**config.mk**
```make
export PLATFORM = sky130hd
export DESIGN_NAME = e4m4_9b_to_q6_11
export DESIGN_NICKNAME = d
export VERILOG_FILES = /design/src/rtl/e4m4_9b_to_q6_11.sv
export SDC_FILE = /design/constraint.sdc
export NUM_CORES = 1
export LEC_CHECK = 0
export CAP_MARGIN = 0
export CELL_PAD_IN_SITES_DETAIL_PLACEMENT = 0
export CELL_PAD_IN_SITES_GLOBAL_PLACEMENT = 1
export CORE_MARGIN = 2
export CORE_UTILIZATION = 35
export CTS_CLUSTER_DIAMETER = 150
export DETAILED_ROUTE_END_ITERATION = 16
export GPL_ROUTABILITY_DRIVEN = 0
export HOLD_SLACK_MARGIN = 0.03
export PLACE_DENSITY = 0.78
export REMOVE_ABC_BUFFERS = 1
export SLEW_MARGIN = 20
export SYNTH_ARGS = -nofsm -noshare
export SYNTH_HDL_FRONTEND = slang
export SYNTH_SLANG_ARGS = --single-unit
```
**constraint.sdc**
```tcl
create_clock -name clk -period 0.9 [get_ports clk]
set_input_delay 0.18 -clock clk [delete_from_list [all_inputs] [get_ports clk]]
set_output_delay 0.18 -clock clk [all_outputs]
set_load 0.1 [all_outputs]
```
**src/rtl/e4m4_9b_to_q6_11.sv**
```systemverilog
// ---------------------------------------------------------------------------
// e4m4_9b_to_q6_11
//   Converts a 9-bit E4M4 float (sign, 4-bit exponent, 4-bit mantissa,
//   bias 8, no subnormals) to an 18-bit signed Q6.11 fixed-point value.
//   It sits between the compact-float weight/activation store and the
//   fixed-point MAC array. A combinational decode feeds a single output
//   register stage.
//
// Ports
//   clk        in   1   clock, rising edge
//   rst_n      in   1   asynchronous active-low reset
//   in_valid   in   1   fp carries a value this cycle
//   fp         in   9   [8]=sign, [7:4]=exponent, [3:0]=mantissa
//   out_valid  out  1   q/ovf updated this cycle (in_valid delayed by 1)
//   q          out  18  Q6.11 result, two's complement, wraps modulo 2^18
//   ovf        out  1   true value not representable in 18-bit signed
// ---------------------------------------------------------------------------
module e4m4_9b_to_q6_11 (
  input  logic        clk,
  input  logic        rst_n,
  input  logic        in_valid,
  input  logic [8:0]  fp,
  output logic        out_valid,
  output logic [17:0] q,
  output logic        ovf
);

  // Largest magnitudes representable in 18-bit two's complement.
  localparam logic [19:0] MAX_POS_MAG = 20'd131071;
  localparam logic [19:0] MAX_NEG_MAG = 20'd131072;

  logic        sign;
  logic [3:0]  expo;
  logic [3:0]  mant;
  logic [3:0]  shamt;
  logic [19:0] mag;
  logic [19:0] q_full;
  logic        ovf_calc;

  logic        out_valid_d, out_valid_q;
  logic [17:0] q_d,         q_q;
  logic        ovf_d,       ovf_q;

  assign sign = fp[8];
  assign expo = fp[7:4];
  assign mant = fp[3:0];

  // Decode. Value*2048 = (16+m) * 2^(e-1), an exact integer of at most
  // 19 bits, so a 20-bit datapath holds the magnitude and its negation.
  // NOTE: every signal written in always_comb receives a value on every
  // path (defaults first); otherwise synthesis infers a latch.
  always_comb begin
    shamt    = 4'd0;
    mag      = 20'd0;
    q_full   = 20'd0;
    ovf_calc = 1'b0;
    if (expo != 4'd0) begin
      shamt  = expo - 4'd1;
      mag    = 20'({1'b1, mant}) << shamt;
      q_full = sign ? (~mag + 20'd1) : mag;
      // The negative range reaches one step further than the positive one.
      ovf_calc = sign ? (mag > MAX_NEG_MAG) : (mag > MAX_POS_MAG);
    end
  end

  // Next-state: results load only on a valid input and hold otherwise.
  always_comb begin
    out_valid_d = in_valid;
    q_d         = q_q;
    ovf_d       = ovf_q;
    if (in_valid) begin
      q_d   = q_full[17:0];   // modulo 2^18 wrap, no saturation
      ovf_d = ovf_calc;
    end
  end

  // NOTE: sequential state uses non-blocking assignments so every flop
  // samples its pre-edge inputs regardless of statement order.
  always_ff @(posedge clk or negedge rst_n) begin
    if (!rst_n) begin
      out_valid_q <= 1'b0;
      q_q         <= 18'd0;
      ovf_q       <= 1'b0;
    end else begin
      out_valid_q <= out_valid_d;
      q_q         <= q_d;
      ovf_q       <= ovf_d;
    end
  end

  assign out_valid = out_valid_q;
  assign q         = q_q;
  assign ovf       = ovf_q;

endmodule

```
======== Yosys cells after proc, flatten, opt, wreduce, memory -nomap -nowiden ========
Index checks and enable logic that the tools add are counted.
operators by class
  multiplexer cells ....................... 4
  $lt $le $gt $ge ......................... 2
  shifts and indexed selects .............. 1
  bitwise logic cells ..................... 1
  reduce and logical (&&, ||, !) cells .... 1
  add/sub/neg operators ................... 2
operators by type and width
  operator                 count
  $mux W18                 2
  $gt A20 B17 Y1 const B   1
  $gt A20 B18 Y1 const B   1
  $shl A5 B4 Y20           1
  $add A18 B1 Y18 const B  1
  $not A18 Y18             1
  $reduce_bool A4 Y1       1
  $sub A4 B1 Y4 const B    1
  $mux W1                  2
word-level totals
  word-level logic and storage cells ...... 14
  output and inout bits ................... 20
  bits of input ports ..................... 12
  register bits after elaboration ......... 20

======== Depth between registers and ports, before layout ========
Gate-level depths: netlist of run 1.
  word-level depth ........................ 6
  gate-level depth with buffers ........... 14
  gate-level depth less buffers ........... 10

======== Least setup slack after synthesis of run 1 ========
Ideal clock, no wire load.
  kind .................................... input-to-reg
  start point ............................. input fp[4]
  end point ............................... register q_q[16], in the netlist q[16]
  data arrival time ....................... 2.656 ns
  cell stages on the path ................. 14
  library setup time ...................... 0.068 ns
  slack ................................... -1.823 ns
  required time ........................... 0.832 ns
  path buffers ............................ 5
  cells stage by stage .................... buf_4 > buf_6 > buf_6 > inv_1 > ha_1 > buf_2 > buf_2 > nand2_1 > or3b_2 > ha_1 > o21ai_2 > nor4_4 > o31a_1 > nand3_2
on the way
  longest elaborated chain between the ends .. 6
  elaborated cells between the ends (all ways) .. 7
  those cells by class .................... add/sub (2); shift (1); mux (2); bitwise (1); reduce/logical (1)
ends and longest elaborated chain
  item                  RTL line  text
  from (decl)           22        input logic [8:0] fp,
  $sub A4 B1 Y4         58        shamt = expo - 4'd1;
  $shl A5 B4 Y20        59        mag = 20'({1'b1, mant}) << shamt;
  $not A18 Y18          60        q_full = sign ? (~mag + 20'd1) : mag;
  $add A18 B1 Y18       60
  $mux W18              60
  $mux W18 *            57        if (expo != 4'd0) begin
  to (signal assigned)  86        q_q <= q_d;
  to (decl)             41        logic [17:0] q_d, q_q;
Every way passes the cells marked *; elsewhere a longest branch is shown, timed or not.
A chain may end at the register's enable or synchronous reset.

======== Worst setup path after layout of run 1 ========
  start point ............................. input fp[4]
  end point ............................... register ovf_q, in the netlist ovf
on the way
  longest elaborated chain between the ends .. 5
  elaborated cells between the ends (all ways) .. 7
  those cells by class .................... add/sub (1); order compare (2); shift (1); mux (2); reduce/logical (1)
ends and longest elaborated chain
  item                                                     RTL line  text
  $sub A4 B1 Y4                                            58
  $shl A5 B4 Y20                                           59
  $gt A20 B17 Y1 / $gt A20 B18 Y1 (equally long branches)  62        ovf_calc = sign ? (mag > MAX_NEG_MAG) : (mag > MAX_POS_MAG);
  $mux W1                                                  62
  $mux W1 *                                                57
  to (signal assigned)                                     87        ovf_q <= ovf_d;
  to (decl)                                                42        logic ovf_d, ovf_q;
Marks and branches as above.

==> impl_metrics.ini, run 1 <==
[yosys]
syn_area_sq_um = 2080
ys.warnings.count = 0
synthArstFlopShare_pct = 100
yosysUniqueCellTypes = 72
avgSynthCellArea_sq_um = 8.78
ys_ff_latch = 20
ys.flop_type = dfrtp_1
synth_seq_area_share_pct = 24.0
synth_cells = 237
synth_edf_count = 0

[grt]
grtUsageTotal_pct = 23.4
gr-total-overflow = 0
grt_pass1_wl_mm = 12.0
grt_start_max_net_pins = 31
grt_pass1_vias = 2398
antenna_found_initial = 0

[clock_network]
cts_buffer_depth = 2
cts_max_level = 1
tritoncts = built
hold_buffers = 0
numCtsBuffers = 3
clock_sinks = 20
cts-root-buf = clkbuf_8
clk_latency_ps = 260
path_clk_slew_ps = 80

[finish]
layout_common_cells = buf_4 (82), buf_12 (24), dfrtp_1 (20), buf_6 (15), a21oi_1 (14)
final_common_cell = buf_4
drive_gt1_share_pct = 55.5
syn_to_final_growth_pct = 84.7
final_cell_area_sq_um = 3850
fin_nets = 371
final_core_util_pct = 65.7
diodes = 0

[route]
routed_via_density = 5.64
wl_per_cell_um = 17.8
wirelength_mm = 7.64
drc_errors = 0
drt_iter0_drc = 179
drtPass1Iterations = 4
ant_nets = 0
vias = 2426

[place]
place_area_sq_um = 3170
port_buffers = 31
dp_hpwl_mm = 4.80

[die]
placementRows = 28
ios = 32
start_util_pct = 35.6
coreArea_sq_um = 5850
die_h_um = 81.1
die_w_um = 81.1
die_area_sq_um = 6580

[sta]
worst_pin_slew_ps = 719
period_share_pct = 229
rsz0062_at_grt = yes
max_freq_mhz = 485
final_max_slew_viol_count = 0
layout_setup_ws_ps = -1160
setup_viol = 39
max_slew_margin_pct = 51.9
layout_min_cycle_time_ps = 2060
fin_skew_ps = 0
hold_viol_final = 0

[outcome]
status = complete, but fails checks
violations = setup timing

[critical_path]
crit_start = fp[4]
r2r_start = q[16]$_DFFE_PN0P_
arrival_ps = 2220
worst_ep_required_time_ps = 1060
crit_family = compound AO/OA/AOI/OAI gates
max_stage_delay_ps = 380
cpMaxStageDelayCell = mux2_2
critPathLaunchType = input port
worst-path-buf-inv = 2
path_cells = buf_8, inv_4, ha_4, mux2_2, o211ai_1, a21oi_2, nor4_4, nand4_1, a31o_1
critPathMaxFanout = 7
crit_path_end_kind = flop
crit_type = input port to flop

[run]
maxCapViolations = 0

[power_and_ir_drop]
p_leak_nw = 1.62
power_per_cell_area_nw_per_um2 = 1620
p_total_mw = 6.25
irDropWorstVdd_mv = 1.36

[min_path]
holdCritPathClass = input port to asynchronous set/reset pin
[Yosys cell counts (3+ instances only)]
master     n  area share [%]
o21ai_0    5             1.2
buf_2      5             1.2
nor4_4     3             3.1
or3_1      3            0.90
a21oi_1   17             4.1
o31a_1     4             1.7
clkbuf_1   8             1.4
o22ai_1    9             2.7
a211oi_1   4             1.4
nor4_1     3            0.90
nor3_1     6             1.4
buf_6      4             2.2
o21a_1     3             1.1
a211o_1    9             3.8
dfrtp_1   20              24
nor2_1    14             2.5
nand4_1   10             3.0
nand2b_1   4             1.2
nand3_1    9             2.2
xor2_1     4             1.7
inv_1     14             2.5
nand2_1    5            0.90
nor2b_1   11             3.3
ha_1       3             1.8
[worst register-to-register path, cell delays in order, from the launching register on]
cell and delay, ps:
dfrtp_1 400, nor2b_1 140, a21oi_1 110, o31a_1 160, nand3_2 70
[final timing paths]
kind | to | slack [ps] | cells past startpoint
max in group asynchronous | q[14]$_DFFE_PN0P_ | 500 | 2
max reg2reg | q[16]$_DFFE_PN0P_ | -90 | 4
min | ovf$_DFFE_PN0P_ | 260 | 2
max | ovf$_DFFE_PN0P_ | -1160 | 9
min in group clk | out_valid$_DFF_PN0_ | 400 | 2
min reg2reg | q[6]$_DFFE_PN0P_ | 580 | 2
[sequential cells by signal (all words and copies together) (netlist names)]
signal     count
out_valid      1
ovf            1
q             18
[report_power, final]
part | internal, mW | switching (mW)
clock | 0.594 | 0.328
sequential | 1.04 | 0.148
combinational | 1.80 | 2.34
total | 3.43 | 2.81
[layer usage]
metal  global-route usage [%]  wire (um)  vias up
met5                        0          0        -
met4                     7.12        134        0
met3                     4.22        330       14
met2                     40.8       3940       80
met1                     29.3       3230     1188
li1                         -          -     1144
[cells by family (layout without fill, tap and decap cells)]
family          count (synthesis)  after routing  synth area share [%]
simple gates                   88             88                  28.0
flops                          20             20                  24.0
mux                             6              6                  3.67
xor+xnor                        7              7                  3.67
compound gates                 81             81                  31.1
buf+inv                        32            150                  7.69
fa+ha+maj                       3              3                  1.80
[through the flow]
step | cells | TNS [ps] | hold WS [ps] | setup WS [ps]
after detailed placement | 402 | -35770 | 545 | -2040
after CTS | 419 | -20830 | 262 | -1110
after floorplan | 219 | -28460 | -116 | -1570
final | 430 | -21910 | 258 | -1160
after global routing | 430 | -23520 | 261 | -1230
after global placement | 402 | -34860 | 544 | -1990
[timing repair]
item | CTS | global route
pin swaps | 29 | 13
hold endpoints to repair | 0 | 0
buffers inserted | 15 | 12
setup endpoints to repair | 39 | 40
resized for setup | 84 | 24
[final cells by class]
class / instances / area [sq um]
fillers: 431 / 2000
clock buffers: 3 / 41.3
flip-flops and latches: 20 / 500
clock inverters: 1 / 30.0
well taps: 75 / 93.8
repair buffers: 132 / 1370
inverters: 14 / 60.1
multi-input cells: 185 / 1750
(Power assumes the default switching activity.)
==> run 2: changes to the inputs <==
- SKIP_LAST_GASP: unset -> 1
==> run 2 against run 1 <==
The flow still finishes with violations (setup timing). Clock-buffer cell count did not move. Clock power barely moved. Sequential power barely moved. Die area did not move. Clock skew did not move. Combinational power fell by 1%. Critical path depth did not move. Maximum frequency fell by 0.96%. Setup slack got worse by 20 ps.
==> impl_metrics.ini, run 2 (synthesis gave the netlist of run 1 again) <==
[critical_path]
max_stage_delay_ps = 500
crit_type = input port to flop
worst-path-buf-inv = 3
reg2reg_to = q[16]$_DFFE_PN0P_
r2r_slack_ps = -80
critPathMaxFanout = 30
critPathLaunchType = input port
worst_ep_required_time_ps = 1050
cpMaxStageDelayCell = nor3_4
arrival_ps = 2230
r2r_start = q[16]$_DFFE_PN0P_
r2r_cells = 4
crit_family = simple AND/OR/NAND/NOR gates
crit_path_end_kind = flop
path_cells = buf_8, buf_12, o31a_1, or2_4, nor3_4, buf_4, o2bb2ai_1, a22oi_1, o22ai_1
crit_start = fp[4]

[die]
ios = 32
die_h_um = 81.1
placementRows = 28
die_area_sq_um = 6580
die_w_um = 81.1
coreArea_sq_um = 5850
start_util_pct = 35.6

[place]
dp.cells = 402
place_area_sq_um = 3170
port_buffers = 31
dp_slack_ps = -2040
dp_hpwl_mm = 4.80

[grt]
grt_pass1_vias = 2364
gr-total-overflow = 0
antenna_found_initial = 0
grt_pass1_wl_mm = 11.5
grtUsageTotal_pct = 22.5
grt_start_max_net_pins = 31

[finish]
multi_input_area_sq_um = 1730
final_common_cell = buf_4
diodes = 0
drive_gt1_share_pct = 53.4
instances_no_fill = 427
final_cell_area_sq_um = 3780
nFillCells = 428
largest_register_ffs = 18
fin_nets = 368
layout_common_cells = buf_4 (83), buf_12 (22), dfrtp_1 (20), a21oi_1 (14), buf_6 (13)
syn_to_final_growth_pct = 81.6
regArea_sq_um = 500

[run]
maxCapViolations = 0

[sta]
max_slew_margin_pct = 53.4
period_share_pct = 231
fin_skew_ps = 0
layout_setup_ws_ps = -1180
final_max_slew_viol_count = 0
worst_pin_slew_ps = 696
layout_min_cycle_time_ps = 2080
setup_viol = 39
hold_viol_final = 0
max_freq_mhz = 481
rsz0062_at_grt = yes

[power_and_ir_drop]
p_leak_nw = 1.59
power_per_cell_area_nw_per_um2 = 1630
irDropWorstVdd_mv = 1.46

[route]
drtPass1Iterations = 4
drt_iter0_drc = 221
routed_via_density = 5.66
wirelength_mm = 7.70
vias = 2415
drc_errors = 0
wl_per_cell_um = 18.0
ant_nets = 0

[outcome]
violations = setup timing
status = complete, but fails checks

[clock_network]
numCtsBuffers = 3
cts_max_level = 1
tritoncts = built
clock_sinks = 20
cts_buffer_depth = 2
clk_latency_ps = 260
cts-root-buf = clkbuf_8
path_clk_slew_ps = 80

[min_path]
holdCritPathClass = input port to asynchronous set/reset pin
-- run 2: cell count changes in the layout (fill, tap and decap cells not counted), sizes merged --
cell / delta
buf: -3
dlygate4sd2: +2
clkbuf: -2
-- run 2: worst max path at each step --
stage / to / cells after the start / slack (ps)
after global routing: q[6]$_DFFE_PN0P_ / 9 / -1250
after global placement: q[8]$_DFFE_PN0P_ / 11 / -1990
after CTS: q[8]$_DFFE_PN0P_ / 11 / -1110
after floorplan: ovf$_DFFE_PN0P_ / 8 / -1570
after detailed placement: q[17]$_DFFE_PN0P_ / 11 / -2040
final: q[6]$_DFFE_PN0P_ / 9 / -1180
-- run 2: repair_timing --
| item | 4_1_cts | 5_1_grt |
|---|---|---|
| endpoints found under the setup margin | 39 | 40 |
| pin swaps | 29 | 13 |
| resized for setup | 80 | 18 |
| cloned | 0 | 0 |
| setup buffers | 15 | 8 |
| hold buffers | 0 | 0 |
| hold endpoints to repair | 0 | 0 |
-- run 2: layout make-up --
type                       count  area share, %
sequential                    20           13.2
multi-input combinational    185           45.8
clock inverter                 1          0.794
inverter                      14           1.59
tap                           75           2.48
timing repair buffer         129           35.0
clock buffer                   3           1.09
-- run 2: power breakdown --
part,switching (mW),internal (mW),total (mW)
clock network,0.329,0.594,0.923
logic,2.31,1.76,4.07
registers,0.148,1.04,1.19
total,2.79,3.40,6.18
-- run 2: worst register-to-register path, cell delays in order (launching register included) --
cell     delay (ps)
dfrtp_1         400
nor2b_1         140
a21oi_1         110
o31a_1          160
nand3_2          70
-- run 2: routing by layer --
layer / part of all wire (%) / vias up / track usage [%]
met5: 0 / - / 0
met4: 1.6 / 0 / 4.07
met3: 4.0 / 16 / 3.89
met2: 52 / 71 / 40.1
met1: 42 / 1190 / 28.6
li1: - / 1138 / -
-- run 2: per-stage QoR --
stage	hold WS [ps]	total power, mW	TNS (ps)	util (%)
6_report	257	6.18	-21820	64.6
5_1_grt	261	6.43	-23430	64.6
4_1_cts	262	5.99	-20870	62.3
3_5_place_dp	545	4.71	-35770	54.2
3_3_place_gp	544	4.68	-34860	54.2
2_1_floorplan	-116	3.18	-28460	-
==> run 3: changes to the inputs <==
- CORE_MARGIN: 2 -> unset
- HOLD_SLACK_MARGIN: 0.03 -> unset
==> run 3 against run 2 <==
Utilization grew 2.4 points. Highest routed layer unchanged. Critical endpoint is now q[8]$_DFFE_PN0P_. Critical path depth increased by 2. The run still ends with setup timing left. Global-route usage up 0.52 points. Critical path type unchanged. Via count is 2.3% lower. Worst hold slack gained 7.2 ps.
==> impl_metrics.ini, run 3 (synthesis gave the netlist of run 1 again) <==
[route]
drtPass1Iterations = 4
drt_iter0_drc = 154
ant_nets = 0
wl_per_cell_um = 16.9
wirelength_mm = 7.14
routed_via_density = 5.58
vias = 2359
drc_errors = 0

[sta]
period_share_pct = 230
worst_pin_slew_ps = 738
fin_skew_ps = 0
hold_ws_ps = 264
hold_viol_final = 0
rsz0062_at_grt = yes
layout_min_cycle_time_ps = 2070
max_slew_margin_pct = 50.6
max_freq_mhz = 483
layout_setup_ws_ps = -1170
setup_viol = 39
final_max_slew_viol_count = 0

[critical_path]
crit_type = input port to flop
r2r_slack_ps = -100
path_cells = buf_8, inv_6, ha_4, buf_6, mux4_2, mux2i_4, nor2_2, nor4_4, buf_4, nor3_1, nand3b_1
r2r_start = q[16]$_DFFE_PN0P_
crit_end = q[8]$_DFFE_PN0P_
critPathMaxFanout = 7
r2r_cells = 4
critPathLaunchType = input port
max_stage_delay_ps = 560
arrival_ps = 2220
crit_start = fp[5]
worst_ep_required_time_ps = 1050
cpMaxStageDelayCell = mux4_2
crit_path_end_kind = flop
reg2reg_to = q[16]$_DFFE_PN0P_

[power_and_ir_drop]
power.internal_mw = 3.40
power_per_cell_area_nw_per_um2 = 1640
irDropWorstVdd_mv = 1.19
power_frac_clock_pct = 15.1
comb_power_share_pct = 65.5
p_sw_mw = 2.75
swShare_pct = 44.7
seqPwrFrac_pct = 19.4
p_leak_nw = 1.59

[finish]
largest_register_ffs = 18
final_cell_area_sq_um = 3760
layout_common_cells = buf_4 (81), buf_12 (21), dfrtp_1 (20), a21oi_1 (14), buf_6 (14)
fin_nets = 367
drive_gt1_share_pct = 53.0
syn_to_final_growth_pct = 80.6
final_core_util_pct = 67.0
final_common_cell = buf_4
diodes = 0

[min_path]
holdCritPathClass = input port to asynchronous set/reset pin

[die]
die_area_sq_um = 6260
ios = 32
placementRows = 27
coreArea_sq_um = 5610
die_w_um = 79.1
start_util_pct = 37.1
die_h_um = 79.1

[grt]
grt_busiest_layer = met2
grtUsageTotal_pct = 23.0
grt_pass1_vias = 2351
antenna_found_initial = 0
grt_use_met3_pct = 3.33
grt_start_max_net_pins = 27
gr-usage-met1_pct = 28.3
grt_pass1_wl_mm = 11.3
gr-total-overflow = 0
grtUsageMet2_pct = 41.4

[clock_network]
cts_max_level = 1
path_clk_slew_ps = 90
cts-root-buf = clkbuf_8
clk_latency_ps = 260
cts_buffer_depth = 2
clock_sinks = 20
numCtsBuffers = 3
tritoncts = built

[outcome]
violations = setup timing
status = complete, but fails checks

[run]
maxCapViolations = 0

[place]
port_buffers = 31
dp_hpwl_mm = 4.91
place_area_sq_um = 3190
-- run 3: worst min-delay path by stage --
stage | startpoint | end | slack [ps] | cells past startpoint
global route | rst_n | q[3]$_DFFE_PN0P_ | 280 | 2
floorplan | rst_n | out_valid$_DFF_PN0_ | -120 | 0
CTS | rst_n | q[0]$_DFFE_PN0P_ | 280 | 2
finish | rst_n | q[0]$_DFFE_PN0P_ | 260 | 2
global placement | rst_n | q[3]$_DFFE_PN0P_ | 540 | 2
detailed placement | rst_n | q[0]$_DFFE_PN0P_ | 560 | 2
-- run 3: stage by stage --
| stage | TNS (ps) | setup slack (ps) | instances | power [mW] |
|---|---|---|---|---|
| 6_report | -21740 | -1170 | 423 | 6.15 |
| 5_1_grt | -23540 | -1240 | 423 | 6.40 |
| 4_1_cts | -21340 | -1120 | 422 | 6.02 |
| 3_5_place_dp | -35660 | -2110 | 402 | 4.73 |
| 3_3_place_gp | -34380 | -2000 | 402 | 4.70 |
| 2_1_floorplan | -28460 | -1570 | 219 | 3.18 |
-- run 3: what timing repair did --
item / CTS / global route
hold buffers: 0 / 0
gates resized for setup: 74 / 25
endpoints found under the setup margin: 39 / 40
gates cloned: 0 / 0
setup buffers: 17 / 3
pin swaps: 28 / 22
-- run 3: cell type report --
cell class / instances / area (sq um)
tap: 72 / 90.1
clock inverter: 1 / 30.0
inverter: 14 / 62.6
sequential: 20 / 500
clock buffer: 3 / 41.3
timing repair buffer: 128 / 1320
multi-input combinational: 185 / 1710
fill: 430 / 1850
-- run 3: power groups by stage --
stage	Clock [mW]	Combinational (mW)	Sequential, mW
3_3_place_gp	0	3.49	1.21
2_1_floorplan	0	0.965	2.21
5_1_grt	0.983	4.20	1.21
3_5_place_dp	0	3.52	1.21
4_1_cts	0.939	3.89	1.20
6_report	0.926	4.03	1.19
-- run 3: routing by layer --
| metal | routed length, um | vias to the layer above | part of all wire (%) |
|---|---|---|---|
| met5 | 0 | - | 0 |
| met4 | 149 | 0 | 2.1 |
| met3 | 228 | 17 | 3.2 |
| met2 | 3590 | 57 | 50 |
| met1 | 3180 | 1147 | 44 |
| li1 | - | 1138 | - |
-- run 3: worst max-delay path, delay by kind of cell --
| kind | cells | cell delay, ps |
|---|---|---|
| adder cells (fa/ha/maj) | 1 | 310 |
| AND/OR/NAND/NOR | 4 | 570 |
| multiplexers | 2 | 770 |
| buffers and inverters | 4 | 380 |
